===== src/rtl/arb_pkg.sv =====
// Shared types for the N-way arbiter: arbitration mode and lock state.
package arb_pkg;

    typedef enum logic {ARB_RR, ARB_FIXED} arb_mode_t;
    typedef enum logic {ARB_IDLE, ARB_LOCKED} arb_state_t;

endpackage


===== src/rtl/rr_pick.sv =====
// Combinational winner selection: round-robin from ptr or fixed lowest-index
// priority, built on a double-width masked priority encoder.
module rr_pick
    import arb_pkg::*;
#(
    parameter  int N    = 4,
    localparam int IDXW = $clog2(N)
) (
    input  logic [N-1:0]    req,
    input  logic [IDXW-1:0] ptr,
    input  arb_mode_t       mode,
    output logic [N-1:0]    gnt,
    output logic [IDXW-1:0] idx,
    output logic            any_gnt
);

    logic [2*N-1:0] doubled;
    logic [2*N-1:0] masked;

    // The upper copy of req supplies the wrapped-around part of the search,
    // so the lowest surviving bit is always the next requester at or after ptr.
    always_comb begin
        doubled = {req, req};
        masked  = '0;
        for (int i = 0; i < 2 * N; i++) begin
            if (mode == ARB_FIXED)
                masked[i] = doubled[i] & (i < N);
            else
                masked[i] = doubled[i] & (i >= int'(ptr));
        end
    end

    always_comb begin
        idx     = '0;
        any_gnt = 1'b0;
        gnt     = '0;
        for (int i = 2 * N - 1; i >= 0; i--) begin
            if (masked[i]) begin
                any_gnt = 1'b1;
                idx     = IDXW'((i >= N) ? (i - N) : i);
            end
        end
        if (any_gnt)
            gnt[idx] = 1'b1;
    end

endmodule


===== src/rtl/rr_arbiter_n.sv =====
// N-way valid/ready arbiter with round-robin or fixed priority, multi-flit
// packet locking and a single registered output stage.
module rr_arbiter_n
    import arb_pkg::*;
#(
    parameter  int N     = 4,
    parameter  int WIDTH = 33,
    localparam int IDXW  = $clog2(N)
) (
    input  logic               clk,
    input  logic               rst_n,
    input  logic               mode,
    input  logic [N-1:0]       req_valid,
    input  logic [N*WIDTH-1:0] req_data,
    input  logic [N-1:0]       req_last,
    output logic [N-1:0]       req_ready,
    output logic               out_valid,
    input  logic               out_ready,
    output logic [WIDTH-1:0]   out_data,
    output logic [IDXW-1:0]    out_idx,
    output logic               out_last
);

    arb_state_t      state;
    logic [IDXW-1:0] lock_idx;
    logic [IDXW-1:0] ptr;

    logic [N-1:0]    pick_gnt;
    logic [IDXW-1:0] pick_idx;
    logic            pick_any;

    logic            can_load;
    logic [IDXW-1:0] win_idx;
    logic            win_valid;
    logic            xfer;
    logic [WIDTH-1:0] win_data;
    logic            win_last;
    logic [IDXW-1:0] next_ptr;

    rr_pick #(.N(N)) u_pick (
        .req     (req_valid),
        .ptr     (ptr),
        .mode    (arb_mode_t'(mode)),
        .gnt     (pick_gnt),
        .idx     (pick_idx),
        .any_gnt (pick_any)
    );

    // While locked the grant is pinned to the packet owner even if it stalls.
    always_comb begin
        can_load = !out_valid || out_ready;
        if (state == ARB_LOCKED) begin
            win_idx   = lock_idx;
            win_valid = req_valid[lock_idx];
        end else begin
            win_idx   = pick_idx;
            win_valid = pick_any;
        end
        req_ready = '0;
        if (rst_n && can_load && win_valid)
            req_ready[win_idx] = 1'b1;
        xfer = |req_ready;
    end

    always_comb begin
        win_data = '0;
        win_last = 1'b0;
        for (int i = 0; i < N; i++) begin
            if (IDXW'(i) == win_idx) begin
                win_data = req_data[i*WIDTH +: WIDTH];
                win_last = req_last[i];
            end
        end
        next_ptr = (win_idx == IDXW'(N - 1)) ? '0 : win_idx + 1'b1;
    end

    // A whole packet counts as one turn, so ptr only advances on its last flit.
    always_ff @(posedge clk or negedge rst_n) begin
        if (!rst_n) begin
            state    <= ARB_IDLE;
            lock_idx <= '0;
            ptr      <= '0;
        end else if (xfer) begin
            if (win_last) begin
                state <= ARB_IDLE;
                ptr   <= next_ptr;
            end else begin
                state    <= ARB_LOCKED;
                lock_idx <= win_idx;
            end
        end
    end

    always_ff @(posedge clk or negedge rst_n) begin
        if (!rst_n) begin
            out_valid <= 1'b0;
            out_data  <= '0;
            out_idx   <= '0;
            out_last  <= 1'b0;
        end else if (xfer) begin
            out_valid <= 1'b1;
            out_data  <= win_data;
            out_idx   <= win_idx;
            out_last  <= win_last;
        end else if (out_ready) begin
            out_valid <= 1'b0;
        end
    end

endmodule


===== config.mk =====
export PLATFORM = sky130hd
export DESIGN_NAME = rr_arbiter_n
export DESIGN_NICKNAME = d
export VERILOG_FILES = /design/src/rtl/arb_pkg.sv /design/src/rtl/rr_pick.sv /design/src/rtl/rr_arbiter_n.sv
export SDC_FILE = /design/constraint.sdc
export NUM_CORES = 1
export LEC_CHECK = 0
export CORE_ASPECT_RATIO = 1.4
export CORE_MARGIN = 5
export CORE_UTILIZATION = 38
export CTS_CLUSTER_DIAMETER = 80
export DETAILED_ROUTE_END_ITERATION = 10
export PLACE_DENSITY = 0.79
export SLEW_MARGIN = 25
export SYNTH_ARGS = -nofsm -noshare
export SYNTH_HDL_FRONTEND = slang
export SYNTH_SLANG_ARGS = --single-unit

===== constraint.sdc =====
create_clock -name clk -period 3.6 [get_ports clk]
set_input_delay 0.54 -clock clk [delete_from_list [all_inputs] [get_ports clk]]
set_output_delay 0.54 -clock clk [all_outputs]
set_load 0.05 [all_outputs]

==> results of run 1 <==
power groups by stage:
stage / clock (mW) / sequential, mW / combinational (mW)
3_5_place_dp: 0 / 0.828 / 3.44
4_1_cts: 0.392 / 0.821 / 3.45
6_report: 0.383 / 0.822 / 3.41
3_3_place_gp: 0 / 0.818 / 3.37
2_1_floorplan: 0 / 1.47 / 1.63
5_1_grt: 0.411 / 0.849 / 3.70
worst max-delay path, delay by kind of cell:
family	cells	cell delay, ns
fa+ha+maj	1	0.24
buf+inv	3	0.81
compound gates	4	0.65
simple gates	5	1.26
through the flow:
step / total power, mW / area (µm²) / setup WS [ns] / cells / TNS [ns]
final: 4.62 / 5190 / 0.292 / 618 / 0
after global routing: 4.96 / 5190 / 0.111 / 618 / 0
after CTS: 4.66 / 5190 / 0.290 / 618 / 0
after detailed placement: 4.26 / 5080 / -0.0366 / 610 / -0.0726
after global placement: 4.19 / 5080 / 0.0606 / 610 / 0
after floorplan: 3.10 / 3010 / 0.522 / 333 / 0
cells by family (layout without fill, tap and decap cells):
logic type / count (synthesis) / count (layout) / synth area share (%)
flip-flops: 42 / 42 / 34.9
buffers and inverters: 31 / 216 / 4.78
adder cells (fa/ha/maj): 3 / 3 / 1.25
AND/OR/NAND/NOR: 98 / 98 / 14.0
multiplexers: 73 / 73 / 27.5
AO/OA/AOI/OAI: 86 / 86 / 17.6
state kept, by name, indices dropped and copies added (netlist names):
| signal | flops |
|---|---|
| out_idx | 2 |
| state | 1 |
| out_valid | 1 |
| out_last | 1 |
| ptr | 2 |
| lock_idx | 2 |
| out_data | 33 |
placed cells by master, fill, tap and decap left out, drive strengths merged, types with 3 or more instances in the layout:
| cell | instances |
|---|---|
| a22oi | 17 |
| a21oi | 23 |
| mux2i | 4 |
| ha | 3 |
| mux2 | 68 |
| buf | 22 |
| nand2 | 59 |
| o21ai | 36 |
| dfrtp | 42 |
| inv | 7 |
| clkbuf | 5 |
| clkdlybuf4s50 | 179 |
| nor2 | 25 |
worst max-delay path by stage:
stage	startpoint	end	cells past startpoint
after CTS	req_valid[1]	out_data[11]	12
after floorplan	mode	req_ready[2]	7
final	req_valid[1]	lock_idx[0]	13
after detailed placement	req_valid[1]	out_data[11]	12
after global placement	mode	out_data[10]	12
after global routing	req_valid[1]	lock_idx[0]	13
area by class of cell:
class	count	area [µm²]
flip-flops and latches	42	1050
repair buffers	201	2050
clock buffers	5	68.8
fillers	655	2560
clock inverters	3	40.0
well taps	100	125
multi-input cells	260	1820
inverters	7	26.3
metal layers:
metal	global-route usage, %	up-vias
met5	0	-
met4	8.76	0
met3	7.31	23
met2	41.6	140
met1	23.3	1531
li1	-	1538
==> impl_metrics.toml, run 1 <==
[status]
status = "finished, final reports clean"

[final_layout]
nets = 664
drive_gt1_share_pct = 17.2
finalCoreUtilization_pct = 67.0
antennaDiodeCount = 0
area.growth.synth_to_final_pct = 72.3

[pwr]
power.combinational.fraction_pct = 73.9
power.static_leakage_nw = 2.16
p_int_mw = 2.42
swShare_pct = 47.7
ir_drop_mv = 0.488
p_sw_mw = 2.20
p_per_area_mw_per_mm2 = 890
p_clk_share_pct = 8.3
pwr-share-seq_pct = 17.8

[route]
route.met2.wl_um = 5630
firstDrtPassIters = 4
vias = 3232
postRouteAntennaNets = 0
wire_per_inst_um = 17.7
drtIter0Drc = 67
post-route-drc-count = 0
detail_route.wirelength_um = 10900
viasPerCell = 5.23
dr.max_layer_used = "met4"
drt-met1-wl_um = 3960
met3_wirelength_um = 987

[timing]
grt_setup_unrepaired = "false"
timing.final.setup_violations = 0
report.final.slew_viol_count = 0
max_slew_margin_pct = 58.0
fin_worst_skew_ns = 0.00821
maxClockFrequency_ghz = 0.302
worst_hold_slack_ns = 0.365
hold_violations = 0
tightest_slew_ns = 0.628
finalWorstPathRequiredPeriod_ns = 3.31
final_min_period_over_clock_period_pct = 91.9

[clocking]
cts_buffers = 5
clkSinkCount = 42
root_buffer = "clkbuf_8"
cts_hold_repair.buffers = 0
cts.repair_timing.setup_buffer_count = 0
worst_skew_pair.late_latency_ns = 0.30
cts_buffer_depth = 2
clk_pin_slew_ns = 0.08
cts_tree = "yes"
cts_htree_levels = 2
post_cts_resized = 0

[floorplan]
die_area_mm2 = 0.00983
row_count = 38
io_pins = 185
initial_core_util_pct = 38.9
die-width_um = 85.2
design.core.area_mm2 = 0.00775
die_height_um = 115

[critical_path]
worst_setup_path_end_kind = "register"
worstPathCellList = "clkdlybuf4s50_1 > nor4b_1 > a211oi_1 > o31ai_4 > inv_1 > ha_1 > buf_4 > nand3b_1 > a31oi_1 > or2_2 > or3_1 > a21oi_1 > nor2_1"
timing.rr.start = "ptr[1]"
critPathRequiredTime_ns = 3.79
worstRegToRegCells = 11
critical-path-max-stage-delay_ns = 0.49
crit_arrival_ns = 3.50
critical_path_peak_fanout = 13
startpoint_type = "primary input"
worstSetupPathType = "in2reg"
crit_path_top_delay_cell = "clkdlybuf4s50_1"
regToRegEndpoint = "out_data[11]"
r2r_slack_ns = 0.69

[global_route]
grt_pass1_vias = 3532
grt_max_degree = 47
grt-ovfl-total = 0
grt_util_all_layers_pct = 22.5
number_of_antenna_violations_at_the_first_check_in_global_routing = 0
grt_first_pass_wirelength_um = 17500

[synth]
ys_top_cells_by_count = "nand2_1 (58), mux2_2 (49), dfrtp_1 (42), o21ai_0 (36), nor2_1 (25)"
netlist.area_leader.share_pct = 34.9
netlist_instances = 333
ys_dominant_reg_cell = "dfrtp_1"
synth_sequential_area_ratio_pct = 34.9
synth_most_common_cell = "nand2_1"
mappedNetlistArea_mm2 = 0.00301
synth_cell_types = 35
postSynthNetCount = 480
synthesized_area_per_cell_um2 = 9.04
post_synth_main_area_contributors = "dfrtp_1 (35%), mux2_2 (18%), nand2_1 (7.2%), mux2_1 (7.1%), o21ai_0 (6.0%)"
number_of_enable_type_register_cells_in_the_synthesized_netlist = 0
synth_async_sr_flop_share_pct = 100
count_of_yosys_warnings_during_synthesis = 0
ys_seq_elements = 42
synth_top_cell_by_area = "dfrtp_1"

[place]
io_buffers = 184
gp_routability_congestion = 0.873
dp_hpwl_um = 8680

[worst_hold_path]
worst_hold_path_type = "in2async"

[run]
max_cap_violations = 0
Note: power is estimated with default switching activity, not from simulation.
==> inputs of run 2 (changes only) <==
CORE_ASPECT_RATIO = default   (was 1.4)
==> run 2 against run 1 <==
Effect of this change: worst hold slack lost 0.029 ns; clock skew grew 0.0027 ns; setup slack lost 0.080 ns; clock-buffer cell count is the same; combinational power shrank 3%; global-route usage shrank 2.1 points; routed wire length shrank 7.5%; largest power group unchanged; critical endpoint unchanged.
==> impl_metrics.toml, run 2 (synthesized netlist as in run 1, its figures left out) <==
[timing]
worst_hold_slack_ns = 0.336
report.final.slew_viol_count = 0
grt_setup_unrepaired = "false"
fin_worst_skew_ns = 0.0109
timing.final.setup_violations = 0
finalWorstPathRequiredPeriod_ns = 3.39
finalWorstSetupSlack_ns = 0.212
maxClockFrequency_ghz = 0.295
max_slew_margin_pct = 47.3
final_min_period_over_clock_period_pct = 94.1
tightest_slew_ns = 0.788
hold_violations = 0

[route]
wire_per_inst_um = 16.2
vias = 3148
firstDrtPassIters = 4
postRouteAntennaNets = 0
viasPerCell = 5.06
detail_route.wirelength_um = 10100
drtIter0Drc = 68
post-route-drc-count = 0

[pwr]
power.static_leakage_nw = 2.14
ir_drop_mv = 0.567
post-layout-total-power_mw = 4.44
p_per_area_mw_per_mm2 = 858

[global_route]
grt_util_all_layers_pct = 20.4
grt-ovfl-total = 0
gr-usage-met1_pct = 23.7
routing_usage_on_met3_pct = 6.86
busiest_layer_in_global_routing = "met2"
grt_first_pass_wirelength_um = 16400
number_of_antenna_violations_at_the_first_check_in_global_routing = 0
grt_max_degree = 55
grt_pass1_vias = 3355
use_met2_pct = 35.8

[critical_path]
startpoint_type = "primary input"
critPathRequiredTime_ns = 3.78
regToRegEndpoint = "lock_idx[0]"
worstSetupPathType = "in2reg"
crit_arrival_ns = 3.57
r2r_slack_ns = 0.69
worst_setup_path_end_kind = "register"
first_element_of_the_critical_path = "mode"
critical_path_peak_fanout = 54
worstRegToRegCells = 11
timing.rr.start = "ptr[0]"

[final_layout]
non_filler_instance_count_after_layout = 622
area.growth.synth_to_final_pct = 71.6
largest_reg_flops = 33
layout.cells.most_common = "clkdlybuf4s50_1"
filler_cell_count = 665
layout.cells.most_common_list = "clkdlybuf4s50_1 (179), nand2_1 (58), mux2_2 (49)"
drive_gt1_share_pct = 17.7
nets = 666
top_register = "out_data"
antennaDiodeCount = 0
finalCoreUtilization_pct = 66.9

[clocking]
cts_hold_repair.buffers = 0
cts_htree_levels = 2
worst_skew_pair.late_latency_ns = 0.29
clk_pin_slew_ns = 0.09
cts_buffers = 5
clkSinkCount = 42
cts_buffer_depth = 2
root_buffer = "clkbuf_8"
cts_tree = "yes"

[floorplan]
row_count = 32
io_pins = 185
design.core.area_mm2 = 0.00773
die_area_mm2 = 0.00981
die-width_um = 99.0
initial_core_util_pct = 39.0
die_height_um = 99.0

[run]
max_cap_violations = 0

[place]
dp_worst_setup_slack_ns = -0.179
dp_cells = 614
gp_routability_congestion = 0.809
io_buffers = 184
dp_hpwl_um = 7850

[status]
status = "finished, final reports clean"

[worst_hold_path]
worst_hold_path_type = "in2async"
## run 2: final cells by class
class                      instances  area, µm²  area share, %
clock buffer                       5       68.8           1.33
sequential                        42       1050           20.3
timing repair buffer             203       2050           39.6
multi-input combinational        260       1830           35.3
tap                              102        128           2.47
inverter                           7       26.3          0.508
clock inverter                     3       21.3          0.412
## run 2: worst max-delay path by stage
stage / end / slack [ns]
3_3_place_gp: out_data[32] / -0.12
3_5_place_dp: lock_idx[0] / -0.18
4_1_cts: req_ready[1] / 0.10
2_1_floorplan: req_ready[2] / 0.52
5_1_grt: lock_idx[0] / 0.06
6_report: lock_idx[0] / 0.21
## run 2: routing by layer
layer  vias to the layer above  part of all wire (%)
met5                         -                     0
met4                         0                   2.0
met3                        17                   7.9
met2                       102                    51
met1                      1486                    39
li1                       1543                     -
## run 2: stage by stage
step           instance area, µm²  setup TNS (ns)
3_3_place_gp                 5070          -0.646
6_report                     5170               0
3_5_place_dp                 5070          -0.296
2_1_floorplan                3010               0
5_1_grt                      5170               0
4_1_cts                      5160               0
## run 2: critical path, cell delays in order
cell             delay [ns]
clkdlybuf4s50_1        0.47
buf_4                  0.17
nor3b_2                0.18
o2bb2ai_1              0.13
a221oi_4               0.34
ha_2                   0.25
buf_6                  0.34
nand3b_1               0.16
a31oi_1                0.10
or2_2                  0.31
or3_1                  0.34
a21oi_1                0.16
nor2_1                 0.05
## run 2: what timing repair did
action,in CTS,in global routing
endpoints found under the setup margin,0,3
buffers inserted,0,0
resized for setup,0,1
## run 2: where the power goes
| group | total, mW | internal (mW) | switching, mW |
|---|---|---|---|
| clock network | 0.312 | 0.137 | 0.176 |
| logic | 3.31 | 1.46 | 1.85 |
| registers | 0.817 | 0.695 | 0.122 |
==> inputs of run 3 (changes only) <==
CORE_UTILIZATION = 25   (was 38)
PLACE_DENSITY = 0.55   (was 0.79)
==> run 3 against run 2 <==
Effect of this change: maximum frequency increased by 2.1%; clock power is 42% higher; non-clock buffer count down 2; final cell count is 6.6% higher; total power is 5.3% higher; combinational power grew 3%; register-to-register slack gained 0.13 ns; clock-buffer cell count increased by 1; flip-flop and latch count did not move; critical path type is now in2out.
==> impl_metrics.toml, run 3 (synthesized netlist as in run 1, its figures left out) <==
[status]
status = "finished, final reports clean"

[route]
post-route-drc-count = 0
drtIter0Drc = 126
viasPerCell = 4.71
firstDrtPassIters = 4
detail_route.wirelength_um = 11000
postRouteAntennaNets = 0
vias = 3125
wire_per_inst_um = 16.5

[place]
post_dp_cell_area_mm2 = 0.00514
gp_routability_congestion = 0.812
dp_worst_setup_slack_ns = 0.0990
io_buffers = 184
dp_hpwl_um = 8650

[critical_path]
critPathRequiredTime_ns = 3.06
critical_path_peak_fanout = 16
startpoint_type = "primary input"
worstSetupPathType = "in2out"
crit_arrival_ns = 2.78
worst_setup_path_end_kind = "output pin"
worstRegToRegCells = 11

[timing]
fin_worst_skew_ns = 0.00543
finalWorstSetupSlack_ns = 0.283
timing.final.setup_violations = 0
maxClockFrequency_ghz = 0.301
tightest_slew_ns = 0.651
hold_violations = 0
fin_tns_setup_ns = 0
finalWorstPathRequiredPeriod_ns = 3.32
worst_hold_slack_ns = 0.362
report.final.slew_viol_count = 0
grt_setup_unrepaired = "false"
final_min_period_over_clock_period_pct = 92.2
max_slew_margin_pct = 56.5

[pwr]
power.static_leakage_nw = 2.17
p_clk_share_pct = 9.5
p_int_mw = 2.51
p_per_area_mw_per_mm2 = 885
swShare_pct = 46.2
power.combinational.fraction_pct = 73.0
ir_drop_mv = 0.414
pwr-share-seq_pct = 17.5
post-layout-total-power_mw = 4.67
p_sw_mw = 2.16

[clocking]
worst_skew_pair.late_latency_ns = 0.28
root_buffer = "clkbuf_16"
cts_buffers = 5
cts_tree = "yes"
post_cts_resized = 0
cts_htree_levels = 2
clk_pin_slew_ns = 0.06
clkSinkCount = 42
cts_buffer_depth = 2
cts.repair_timing.setup_buffer_count = 0
cts_hold_repair.buffers = 0

[floorplan]
io_pins = 185
die_area_mm2 = 0.0143
die-width_um = 120
initial_core_util_pct = 25.3
die_height_um = 120
design.core.area_mm2 = 0.0119
row_count = 40

[final_layout]
largest_reg_flops = 33
antennaDiodeCount = 0
layout.cells.most_common_list = "clkdlybuf4s50_1 (179), nand2_1 (58), mux2_2 (49)"
layout.cells.most_common = "clkdlybuf4s50_1"
filler_cell_count = 1192
drive_gt1_share_pct = 16.9
top_register = "out_data"
nets = 664
postLayoutCellArea_mm2 = 0.00528
area.growth.synth_to_final_pct = 75.2

[worst_hold_path]
worst_hold_path_type = "in2async"

[global_route]
grt_util_all_layers_pct = 15.4
number_of_antenna_violations_at_the_first_check_in_global_routing = 0
grt_max_degree = 43
grt_pass1_vias = 3440
grt_first_pass_wirelength_um = 17900
grt-ovfl-total = 0

[run]
max_cap_violations = 0
==> run 3: worst max-delay path, stage by stage <==
cell and delay (ns):
clkdlybuf4s50_1 0.49, nand3b_1 0.24, o2bb2ai_1 0.19, a221oi_4 0.30, buf_4 0.20, ha_2 0.26
buf_4 0.23, and2_1 0.19, buf_12 0.15
==> run 3: path summary, 6_finish.rpt <==
check,slack [ns],start,to
max,0.28,mode,req_ready[1]
min,0.36,rst_n,out_valid
max reg2reg,0.82,ptr[0],out_data[19]
min reg2reg,0.49,out_data[12],out_data[12]
max in group asynchronous,2.85,rst_n,out_data[20]
min in group clk,0.49,out_data[12],out_data[12]
==> run 3: power groups by stage <==
stage | combinational [mW] | clock (mW) | sequential (mW)
3_5_place_dp | 3.45 | 0 | 0.828
3_3_place_gp | 3.42 | 0 | 0.821
6_report | 3.41 | 0.444 | 0.819
5_1_grt | 3.72 | 0.482 | 0.849
4_1_cts | 3.46 | 0.465 | 0.823
2_1_floorplan | 1.63 | 0 | 1.47
==> run 3: final cells by class <==
cell class,count,area [µm²],share of cell area (%)
tap,147,184,3.49
inverter,7,26.3,0.498
sequential,42,1050,19.9
multi-input combinational,260,1820,34.5
clock buffer,6,139,2.63
timing repair buffer,201,2050,38.9
==> run 3: per-stage QoR <==
step / util [%] / cells
after floorplan: - / 333
after global placement: 43.1 / 657
after detailed placement: 43.1 / 657
after CTS: 44.3 / 663
after global routing: 44.3 / 663
final: 44.3 / 663
==> run 3: layer usage <==
layer / part of all wire (%) / track usage [%]
met1: 40 / 18.0
met2: 49 / 26.7
met3: 9.8 / 6.31
met4: 1.2 / 3.15
met5: 0 / 0
